### config.mk
export PLATFORM = sky130hd
export DESIGN_NAME = chunked_addsub_flat
export DESIGN_NICKNAME = d
export VERILOG_FILES = /design/src/rtl/chunked_addsub_if.sv /design/src/rtl/chunked_addsub.sv /design/src/flat_wrapper.sv
export SDC_FILE = /design/constraint.sdc
export NUM_CORES = 1
export LEC_CHECK = 0
export ABC_AREA = 1
export CELL_PAD_IN_SITES_DETAIL_PLACEMENT = 1
export CELL_PAD_IN_SITES_GLOBAL_PLACEMENT = 2
export CORE_AREA = 2 2 109 111
export DETAILED_ROUTE_END_ITERATION = 6
export DIE_AREA = 0 0 111 113
export GPL_TIMING_DRIVEN = 0
export PLACE_DENSITY_LB_ADDON = 0.15
export RECOVER_POWER = 50
export SLEW_MARGIN = 20
export SYNTH_ARGS = -nofsm -noshare
export SYNTH_HDL_FRONTEND = slang
export SYNTH_SLANG_ARGS = --single-unit
export TNS_END_PERCENT = 30
### constraint.sdc
create_clock -name clk_i -period 6.8 [get_ports clk_i]
set_input_delay 1.02 -clock clk_i [delete_from_list [all_inputs] [get_ports clk_i]]
set_output_delay 1.02 -clock clk_i [all_outputs]
set_load 0.01 [all_outputs]
### src/rtl/chunked_addsub_if.sv
// ----------------------------------------------------------------------------
// chunked_addsub_if
// Request/response bundle for the chunked add/subtract unit.
//   start_i  : request a new operation (sampled only while not busy)
//   mode_i   : 0 = subtract (a - b - cin), 1 = add (a + b + cin)
//   a_i, b_i : N-bit operands
//   cin_i    : borrow-in (subtract) or carry-in (add)
//   busy_o   : operation in progress
//   done_o   : one-cycle pulse, result and flags valid
//   result_o : N-bit difference/sum, held until the next completion
//   co_o     : borrow-out (subtract) or carry-out (add) of the MSB
//   zero_o   : result is zero
//   ovf_o    : two's-complement signed overflow
// Signal suffixes are from the point of view of the unit (slave).
// ----------------------------------------------------------------------------
interface chunked_addsub_if #(
    parameter int N = 16
);
    logic         start_i;
    logic         mode_i;
    logic [N-1:0] a_i;
    logic [N-1:0] b_i;
    logic         cin_i;
    logic         busy_o;
    logic         done_o;
    logic [N-1:0] result_o;
    logic         co_o;
    logic         zero_o;
    logic         ovf_o;

    modport master (
        output start_i, mode_i, a_i, b_i, cin_i,
        input  busy_o, done_o, result_o, co_o, zero_o, ovf_o
    );

    modport slave (
        input  start_i, mode_i, a_i, b_i, cin_i,
        output busy_o, done_o, result_o, co_o, zero_o, ovf_o
    );
endinterface

### src/rtl/chunked_addsub.sv
// ----------------------------------------------------------------------------
// chunked_addsub
// Multi-cycle add/subtract unit. Operands are latched on start and processed
// W bits per clock through a single W-bit borrow/carry slice, so the longest
// combinational chain is W bits instead of N. After K = N/W compute cycles
// the full result and its flags are published with a one-cycle done pulse.
// Ports:
//   clk_i : system clock, rising edge
//   rst_i : synchronous, active-high reset
//   bus   : chunked_addsub_if.slave request/response bundle
// ----------------------------------------------------------------------------
module chunked_addsub #(
    parameter int N = 16,
    parameter int W = 4
) (
    input  logic                clk_i,
    input  logic                rst_i,
    chunked_addsub_if.slave     bus
);
    localparam int K  = N / W;
    localparam int IW = (K > 1) ? $clog2(K) : 1;
    localparam logic [IW-1:0] LAST = IW'(K - 1);

    typedef enum logic [1:0] {
        IDLE,
        RUN,
        DONE
    } state_t;

    state_t        state_q;
    logic [IW-1:0] idx_q;
    logic [N-1:0]  a_q, b_q;
    logic          mode_q;
    logic          chain_q;     // borrow/carry entering the current chunk
    logic [N-1:0]  part_q;      // chunks computed so far
    logic [N-1:0]  result_q;
    logic          co_q, zero_q, ovf_q;
    logic          busy_q, done_q;

    logic [W-1:0]  a_chunk, b_chunk, slice_d;
    logic          chain_d;
    logic [N-1:0]  part_d;
    logic          ovf_d;

    assign a_chunk = a_q[idx_q*W +: W];
    assign b_chunk = b_q[idx_q*W +: W];

    // One W-bit ripple slice; the chain is walked LSB to MSB inside the chunk.
    always_comb begin
        // NOTE: every combinational output gets a default first, so no path
        // leaves it unassigned and no latch is inferred.
        chain_d = chain_q;
        slice_d = '0;
        for (int j = 0; j < W; j++) begin
            slice_d[j] = a_chunk[j] ^ b_chunk[j] ^ chain_d;
            // NOTE: blocking assignments here are deliberate: chain_d must
            // carry bit j's result into bit j+1 within the same evaluation.
            if (mode_q) begin
                chain_d = (a_chunk[j] & b_chunk[j]) | ((a_chunk[j] ^ b_chunk[j]) & chain_d);
            end else begin
                chain_d = (~a_chunk[j] & b_chunk[j]) | (~(a_chunk[j] ^ b_chunk[j]) & chain_d);
            end
        end
    end

    // Full value including the chunk being produced this cycle.
    always_comb begin
        part_d = part_q;
        part_d[idx_q*W +: W] = slice_d;
    end

    // Signed overflow judged from operand signs against the result sign.
    assign ovf_d = mode_q ? ((a_q[N-1] == b_q[N-1]) && (part_d[N-1] != a_q[N-1]))
                          : ((a_q[N-1] != b_q[N-1]) && (part_d[N-1] != a_q[N-1]));

    always_ff @(posedge clk_i) begin
        if (rst_i) begin
            state_q  <= IDLE;
            idx_q    <= '0;
            a_q      <= '0;
            b_q      <= '0;
            mode_q   <= 1'b0;
            chain_q  <= 1'b0;
            part_q   <= '0;
            result_q <= '0;
            co_q     <= 1'b0;
            zero_q   <= 1'b0;
            ovf_q    <= 1'b0;
            busy_q   <= 1'b0;
            done_q   <= 1'b0;
        end else begin
            done_q <= 1'b0;
            case (state_q)
                IDLE, DONE: begin
                    if (bus.start_i) begin
                        a_q     <= bus.a_i;
                        b_q     <= bus.b_i;
                        mode_q  <= bus.mode_i;
                        chain_q <= bus.cin_i;
                        idx_q   <= '0;
                        busy_q  <= 1'b1;
                        state_q <= RUN;
                    end else begin
                        state_q <= IDLE;
                    end
                end
                RUN: begin
                    part_q  <= part_d;
                    chain_q <= chain_d;
                    idx_q   <= idx_q + 1'b1;
                    if (idx_q == LAST) begin
                        result_q <= part_d;
                        co_q     <= chain_d;
                        zero_q   <= (part_d == '0);
                        ovf_q    <= ovf_d;
                        idx_q    <= '0;
                        busy_q   <= 1'b0;
                        done_q   <= 1'b1;
                        state_q  <= DONE;
                    end
                end
                default: begin
                    busy_q  <= 1'b0;
                    state_q <= IDLE;
                end
            endcase
        end
    end

    assign bus.busy_o   = busy_q;
    assign bus.done_o   = done_q;
    assign bus.result_o = result_q;
    assign bus.co_o     = co_q;
    assign bus.zero_o   = zero_q;
    assign bus.ovf_o    = ovf_q;
endmodule

### src/flat_wrapper.sv
// flat-port wrapper written by rule: the top's interface ports become plain ports
module chunked_addsub_flat 
#(
    parameter int N = 16,
    parameter int W = 4
)
  (clk_i, rst_i, bus_start_i, bus_mode_i, bus_a_i, bus_b_i, bus_cin_i, bus_busy_o, bus_done_o, bus_result_o, bus_co_o, bus_zero_o, bus_ovf_o);
  chunked_addsub_if #(.N(N)) bus_i ();
  input  logic clk_i;
  input  logic rst_i;
  input wire logic [$bits(bus_i.start_i)-1:0] bus_start_i;
  input wire logic [$bits(bus_i.mode_i)-1:0] bus_mode_i;
  input wire logic [$bits(bus_i.a_i)-1:0] bus_a_i;
  input wire logic [$bits(bus_i.b_i)-1:0] bus_b_i;
  input wire logic [$bits(bus_i.cin_i)-1:0] bus_cin_i;
  output wire logic [$bits(bus_i.busy_o)-1:0] bus_busy_o;
  output wire logic [$bits(bus_i.done_o)-1:0] bus_done_o;
  output wire logic [$bits(bus_i.result_o)-1:0] bus_result_o;
  output wire logic [$bits(bus_i.co_o)-1:0] bus_co_o;
  output wire logic [$bits(bus_i.zero_o)-1:0] bus_zero_o;
  output wire logic [$bits(bus_i.ovf_o)-1:0] bus_ovf_o;
  assign bus_i.start_i = bus_start_i;
  assign bus_i.mode_i = bus_mode_i;
  assign bus_i.a_i = bus_a_i;
  assign bus_i.b_i = bus_b_i;
  assign bus_i.cin_i = bus_cin_i;
  assign bus_busy_o = bus_i.busy_o;
  assign bus_done_o = bus_i.done_o;
  assign bus_result_o = bus_i.result_o;
  assign bus_co_o = bus_i.co_o;
  assign bus_zero_o = bus_i.zero_o;
  assign bus_ovf_o = bus_i.ovf_o;
  chunked_addsub #(.N(N), .W(W)) u_core (.clk_i(clk_i), .rst_i(rst_i), .bus(bus_i));
endmodule
==> After elaboration in Yosys (flattened, before gate mapping) <==
Index checks and enable logic that the tools add are counted.
Widths: inputs -> output; s select.
{ "totals": {"register_bits": 75, "inputBits": 37, "out_inout_bits": 21} }
{ "op_classes": {"add_sub_neg": 2, "n_eq_ne": 8, "shift": 4, "mux": 18, "n_bitwise": 41, "n_reduce_logical": 11} }
{ "ops": {"columns": ["cell", "count"], "rows": [
  ["$neg 4->34", 1],
  ["$shift 4x34->16 const A", 1],
  ["$shiftx 4x34->16", 1],
  ["$shiftx 16x5->4", 2],
  ["$and 1x1->1", 16],
  ["$bwmux 16", 1],
  ["$logic_not 16->1", 1],
  ["$mux 1", 10],
  ["$not 1->1", 9],
  ["$or 1x1->1", 8],
  ["$pmux 2 s2", 2],
  ["$reduce_and 2->1", 4],
  ["$xor 1x1->1", 8],
  ["$mux 2", 3],
  ["$eq 2x2->1 const B", 2],
  ["$pmux 1 s2", 2],
  ["$reduce_or 2->1", 2],
  ["$add 2x1->2 const B", 1],
  ["$eq 2x1->1 const B", 1],
  ["$logic_and 1x1->1", 2],
  ["$logic_not 2->1", 1],
  ["$ne 1x1->1", 2],
  ["$ne 2x1->1 const B", 1],
  ["$ne 2x2->1 const B", 1],
  ["other kinds (2)", 2]
]} }

==> Depth between registers and ports, before layout <==
Gate-level depths: netlist of run 1.
{ "logic_depth": {"ltp_word": 18, "depth_mapped": 20, "depth_no_buf": 19} }

==> Least setup slack after synthesis of run 1 <==
OpenSTA, ideal clock, no wires.
{ "synth_path": {"path_kind": "reg2reg", "startpoint": "register u_core.idx_q[0]", "endpoint": "register u_core.zero_q, in the netlist u_core.bus.zero_o", "setup_ns": 0.132, "t_arrival_ns": 3.772, "required_ns": 6.668, "slack_ns": 2.895, "stages_incl_launch_ff": 19, "path_buffers": 3, "synth_period_minus_slack_ns": 3.905, "path_cell_list": "dfxtp_1 -> buf_4 -> buf_2 -> buf_2 -> o21ai_0 -> o22ai_1 -> fa_1 -> mux2i_1 -> fa_1 -> mux2_2 -> fa_1 -> mux2i_1 -> fa_1 -> nor3_1 -> a21oi_2 -> nand2_1 -> nor2_1 -> nand3_1 -> a21oi_1"} }
{ "synth_via": {"elab_chain_cells": 16} }
{ "synth_rtl": {"columns": ["item", "line", "source"], "rows": [
  ["start: declaration", "chunked_addsub.sv:31", "logic [IW-1:0] idx_q;"],
  ["start signal: assignment", "chunked_addsub.sv:110", "idx_q <= idx_q + 1'b1;"],
  ["$shiftx 16x5->4 (on tied branches)", "chunked_addsub.sv:45, chunked_addsub.sv:46", null],
  ["$xor 1x1->1", "chunked_addsub.sv:55, chunked_addsub.sv:59, chunked_addsub.sv:61", null],
  ["$not 1->1", "chunked_addsub.sv:61", "chain_d = (~a_chunk[j] & b_chunk[j]) | (~(a_chunk[j] ^ b_chunk[j]) & chain_d);"],
  ["$and 1x1->1", "chunked_addsub.sv:61", null],
  ["$or 1x1->1", "chunked_addsub.sv:61", null],
  ["$mux 1", "chunked_addsub.sv:58", "if (mode_q) begin"],
  ["$and 1x1->1 (on tied branches)", "chunked_addsub.sv:61, chunked_addsub.sv:59", null],
  ["$or 1x1->1 (on tied branches)", "chunked_addsub.sv:61, chunked_addsub.sv:59", null],
  ["$mux 1", "chunked_addsub.sv:58", null],
  ["$and 1x1->1 (on tied branches)", "chunked_addsub.sv:61, chunked_addsub.sv:59", null],
  ["$or 1x1->1 (on tied branches)", "chunked_addsub.sv:61, chunked_addsub.sv:59", null],
  ["$mux 1", "chunked_addsub.sv:58", null],
  ["$xor 1x1->1", "chunked_addsub.sv:55", "slice_d[j] = a_chunk[j] ^ b_chunk[j] ^ chain_d;"],
  ["$shiftx 4x34->16", "chunked_addsub.sv:69", "part_d[idx_q*W +: W] = slice_d;"],
  ["$bwmux 16", "chunked_addsub.sv:69", null],
  ["$logic_not 16->1", "chunked_addsub.sv:114", "zero_q <= (part_d == '0);"],
  ["end signal: assignment", "chunked_addsub.sv:114", null],
  ["end: declaration", "chunked_addsub.sv:37", "logic co_q, zero_q, ovf_q;"]
]} }
Parallel ways exist; a longest one is shown, timed or not.
A chain may end at the register's enable or synchronous reset.

==> Worst setup path in the final report of run 1 <==
{ "layout_path": {"startpoint": "register u_core.idx_q[1]", "endpoint": "register u_core.zero_q, in the netlist u_core.bus.zero_o"} }
The elaborated chain is that of the path after synthesis.

==> metrics.yaml, run 1 <==
run_status: "completed"
dieHeight_um: 113
htreeDepth: 3
synthCells: 492
grt_pass1_vias: 3590
place_ws_ns: 1.98
fin_nets: 611
chipWidth_um: 111
yosys.area.top_type: "dfxtp_1"
synth_area_um2: 3590
core.rowCount: 39
crit_top_cell: "fa_1"
ir_drop_mv: 0.152
ys_top_cells_by_count: "114 x nor2_1, 75 x dfxtp_1, 67 x nand2_1"
yosys-top-cells-area: "dfxtp_1 42%, nor2_1 12%, o21ai_0 8.1%"
top_layer: "met4"
cp.arrival_ns: 4.94
synthArstFlopShare: 0
routed_wl_um: 10500
post_cts_buffers: 0
cts_root_buf: "clkbuf_16"
fin_crit_sh: 0.698
drive_above_1_share: 0.0619
port_buffers: 57
worst_setup_path_start_kind: "register"
drt-initial-drc-count: 71
holdBufCountCts: 0
postSynthAreaPerCell_um2: 7.29
hold_violations: 0
cts_made_buffers: 9
crit_chain: "inv_1 -> buf_1 -> o21ai_0 -> o22ai_1 -> fa_1 -> mux2i_1 -> fa_1 -> mux2_2 -> fa_1 -> mux2i_1 -> fa_1 -> nor2_1 -> nand3_1 -> nand2_1 -> nor2_1 -> nand2_1 -> nor2_1 -> nand3_1 -> a21oi_1"
skew_ns: 0.00355
syn_to_final_growth_pct: 28.0
clock_latency_ns: 0.34
ys_seq_area_frac: 0.419
worst_path_largest_cell_delay_ns: 0.53
antenna_found_initial: 0
grt_max_degree: 13
end_kind: "register"
routed_via_density: 4.75
synth_edf_count: 0
synth_top_cell_area_share: 0.419
dr_total_vias: 3360
setup_viol: 0
dpl.hpwl_um: 8010
relSlewSlack: 0.550
fillers: 1394
gp_congestion: 0.795
max_clock_freq_mhz: 211
wl_met2_um: 5300
cts_tree: "done"
antenna_left: 0
yosysMostFrequentCell: "nor2_1"
core-area_um2: 11300
power_density_nw_per_um2: 265
ys_types: 30
min_path_type: "register to register"
wl_met3_um: 287
clk_pin_slew_ns: 0.06
drv_cap: 0
grt.total_usage: 0.178
dieArea_um2: 12500
avgRoutedWirePerCell_um: 14.8
cp_max_fo: 12
ys_seq_elements: 75
path_class: "register to register"
fin_ws_ns: 2.06
slew_violations: 0
grt_pass1_wl_um: 17400
fin_area_um2: 4590
clockBufferDepth: 2
grt.overflow.total: 0
fin_tns_setup_ns: 0
drt-met1-wl_um: 4720
ctsResizeCount: 0
syn-num-nets: 543
io_pins: 58
leakage_nw: 2.10
hold_slack_ns: 0.471
power_mw: 1.21
synth_warnings: 0
rsz0062_at_grt: "false"
cp_slowest_cell: "fa_1"
fin_crit_ns: 4.74
post_dp_cell_area_um2: 4340
clock-sinks: 75
initial_core_util: 0.318
antenna_cells: 0
drc: 0
ys.flop_type: "dfxtp_1"
critPathRequiredTime_ns: 7.00
firstDrtPassIters: 4
worst_pin_slew_ns: 0.675
[through the flow]
step / instances / util
3_3_place_gp: 692 / 0.385
5_1_grt: 708 / 0.407
3_5_place_dp: 692 / 0.385
2_1_floorplan: 492 / -
4_1_cts: 708 / 0.407
6_report: 708 / 0.407
[final cells by class]
type                       instances  area [µm²]  area share
inverter                          55         206      0.0450
tap                              143         179      0.0390
buffer                            27         135      0.0294
clock inverter                     3        15.0     0.00327
multi-input combinational        335        1740       0.379
sequential                        75        1500       0.327
clock buffer                      13         240      0.0523
timing repair buffer              57         571       0.124
[registers in the layout, summed over array words and instances, names as in the netlist, 2 cells and up]
signal,count
u_core.bus.result_o,16
u_core.part_q,16
u_core.idx_q,2
u_core.state_q,2
u_core.a_q,16
u_core.b_q,16
[final timing paths]
check                                       from                end  slack, ns  cells after the start
worst max-delay path             u_core.idx_q[1]  u_core.bus.zero_o       2.06                     19
worst min-delay path            u_core.bus.ovf_o   u_core.bus.ovf_o       0.47                      2
worst max register to register   u_core.idx_q[1]  u_core.bus.zero_o       2.06                     19
worst min register to register  u_core.bus.ovf_o   u_core.bus.ovf_o       0.47                      2
[per-layer routing]
metal / vias up / GRT usage
met5: - / 0
met2: 48 / 0.325
met3: 15 / 0.0380
met1: 1581 / 0.205
met4: 0 / 0.0675
li1: 1716 / -
[critical path, delay by kind of cell (launching register included)]
| kind | cells | cell delay (ns) |
|---|---|---|
| fa+ha+maj | 4 | 1.53 |
| buf+inv | 2 | 0.71 |
| mux | 3 | 0.71 |
| simple gates | 7 | 0.65 |
| compound gates | 3 | 0.61 |
| flops | 1 | 0.38 |
[cells in the final DEF (no fill, tap or decap)]
master / instances
buf_1: 1
o22ai_1: 2
nor2_4: 2
dlygate4sd3_1: 17
o21ai_0: 58
a32oi_1: 4
buf_2: 6
clkdlybuf4s50_1: 40
buf_6: 2
o21a_1: 1
a31oi_1: 2
clkinv_1: 2
fa_1: 8
a21oi_1: 17
nor3_1: 1
ha_1: 6
nor2_1: 114
nand4_1: 2
o211ai_1: 14
a21oi_2: 1
nor2_8: 1
nand3_1: 28
clkbuf_16: 9
mux2i_1: 3
buf_4: 3
mux2_2: 1
a32o_1: 2
xor2_1: 1
inv_1: 46
clkbuf_1: 19
nand2_1: 67
inv_2: 7
dfxtp_1: 75
clkinv_2: 3
[power by group]
group	leakage [nW]	internal, mW	switching (mW)
combinational	1.36	0.114	0.172
sequential	0.618	0.479	0.0220
clock	0.127	0.246	0.181
[cells by family after synthesis]
logic type | count (synthesis) | synth area share
AND/OR/NAND/NOR | 215 | 0.245
AO/OA/AOI/OAI | 101 | 0.161
adder cells (fa/ha/maj) | 14 | 0.0656
buffers and inverters | 82 | 0.0956
multiplexers | 4 | 0.0115
XOR/XNOR | 1 | 0.00244
flip-flops | 75 | 0.419
Power figures use the tool's default switching activity.
==> inputs of run 2 (changes only) <==
- CORE_AREA: 2 2 109 111 -> 2 2 113 115
- DIE_AREA: 0 0 111 113 -> 0 0 115 117
- clock period: 6.8 -> 4.4 ns (I/O delays scaled with it)
==> run 2 against run 1 <==
  * Critical path depth stayed put
  * Clock-buffer cell count is 1 lower
  * Non-clock buffer count is 1 lower
  * Die area is 7.3% higher
  * Register-to-register slack worse by 1.7 ns
  * Clock power is 110% higher
  * Combinational power is 62% higher
  * Sequential power is 54% higher
  * Global-route usage is 0.49 points lower
==> metrics.yaml, run 2 (synthesis gave the netlist of run 1 again) <==
run_status: "completed"
firstDrtPassIters: 6
worst_setup_path_start_kind: "register"
fin_nets: 610
final_common_cell: "nor2_1"
multiInputGateArea_um2: 1770
clockBufferDepth: 2
core.rowCount: 41
min_path_type: "register to register"
skew_ns: 0.00645
power_mw: 2.13
leakage_nw: 2.18
stdcell_count: 714
dr_total_vias: 3369
path_class: "register to register"
dieArea_um2: 13500
utilization: 0.386
cts_root_buf: "clkbuf_16"
cts_tree: "done"
post_dp_cell_area_um2: 4340
grt_pass1_wl_um: 17800
dieHeight_um: 117
fin_area_um2: 4750
core-area_um2: 12300
drt-initial-drc-count: 100
drive_above_1_share: 0.0851
cts_made_buffers: 9
clock_latency_ns: 0.34
antenna_left: 0
grt_max_degree: 20
final_cell_mix: "113 x nor2_1, 74 x dfxtp_1, 67 x nand2_1, 58 x o21ai_0, 45 x inv_1"
hold_violations: 0
power_density_nw_per_um2: 447
drv_cap: 0
clock-sinks: 75
worst_pin_slew_ns: 0.704
cp_max_fo: 19
drc: 0
placed_cells: 699
max_clock_freq_mhz: 245
antenna_found_initial: 0
regArea_um2: 1500
avgRoutedWirePerCell_um: 15.0
critPathRequiredTime_ns: 4.60
ir_drop_mv: 0.146
initial_core_util: 0.291
antenna_cells: 0
gp_congestion: 0.808
setup_viol: 0
clk_pin_slew_ns: 0.06
rsz0062_at_grt: "false"
relSlewSlack: 0.531
io_pins: 58
grt_pass1_vias: 3507
fin_tns_setup_ns: 0
grt.overflow.total: 0
fillers: 1518
fin_crit_sh: 0.929
slew_violations: 0
end_kind: "register"
fin_crit_ns: 4.09
regToRegSetupSlack_ns: 0.31
syn_to_final_growth_pct: 32.6
routed_via_density: 4.72
routed_wl_um: 10700
htreeDepth: 3
chipWidth_um: 115
port_buffers: 57
cp.arrival_ns: 4.29
dpl.hpwl_um: 8000
grt.total_usage: 0.173
==> run 2: final timing paths <==
kind                    startpoint                 to  depth (start not counted)
hold reg to reg   u_core.bus.ovf_o   u_core.bus.ovf_o                          2
setup reg to reg   u_core.idx_q[0]  u_core.bus.zero_o                         19
setup / recovery   u_core.idx_q[0]  u_core.bus.zero_o                         19
hold / removal    u_core.bus.ovf_o   u_core.bus.ovf_o                          2
==> run 2: metal layers <==
layer  GRT usage  part of all wire  vias to the layer above
met5           0                 0                        -
met2       0.316              0.50                       53
met1       0.200              0.44                     1582
li1            -                 -                     1714
met3      0.0309             0.032                       20
met4      0.0747             0.026                        0
==> run 2: timing repair <==
item | 4_1_cts | 5_1_grt
pin swaps | 0 | 1
setup buffers | 0 | 0
setup endpoints to repair | 10 | 3
resized for setup | 7 | 12
hold buffers | 0 | 0
==> run 2: layout make-up <==
class | count | area share
Multi-Input combinational cell | 335 | 0.373
Sequential cell | 75 | 0.316
Timing Repair Buffer | 57 | 0.120
Clock buffer | 12 | 0.0561
Inverter | 55 | 0.0439
Tap cell | 150 | 0.0395
Buffer | 26 | 0.0316
Clock inverter | 4 | 0.0200
==> run 2: stage by stage <==
step / worst slack, ns / hold WS [ns]
after detailed placement: -0.331 / 0.462
after CTS: 0.0389 / 0.474
after floorplan: 0.495 / 0.449
after global placement: -0.221 / 0.461
final: 0.311 / 0.466
after global routing: 0.0412 / 0.488
==> run 2: critical path: stages (launching register included) <==
cell and delay [ns]:
dfxtp_2 0.37, buf_6 0.16, buf_6 0.20, o21ai_0 0.15, o22ai_2 0.27, fa_1 0.22, mux2i_2 0.09, fa_1 0.36
mux2_2 0.30, fa_1 0.39, mux2i_2 0.23, fa_2 0.53, nor2_2 0.16, nand3_1 0.12, nand2_1 0.09, nor2_1 0.05
nand2_1 0.06, nor2_1 0.06, nand3_1 0.06, a21oi_1 0.06
==> run 2: power breakdown <==
group          switching [mW]  internal [mW]
Sequential             0.0333          0.740
Clock                   0.291          0.600
Combinational           0.278          0.186
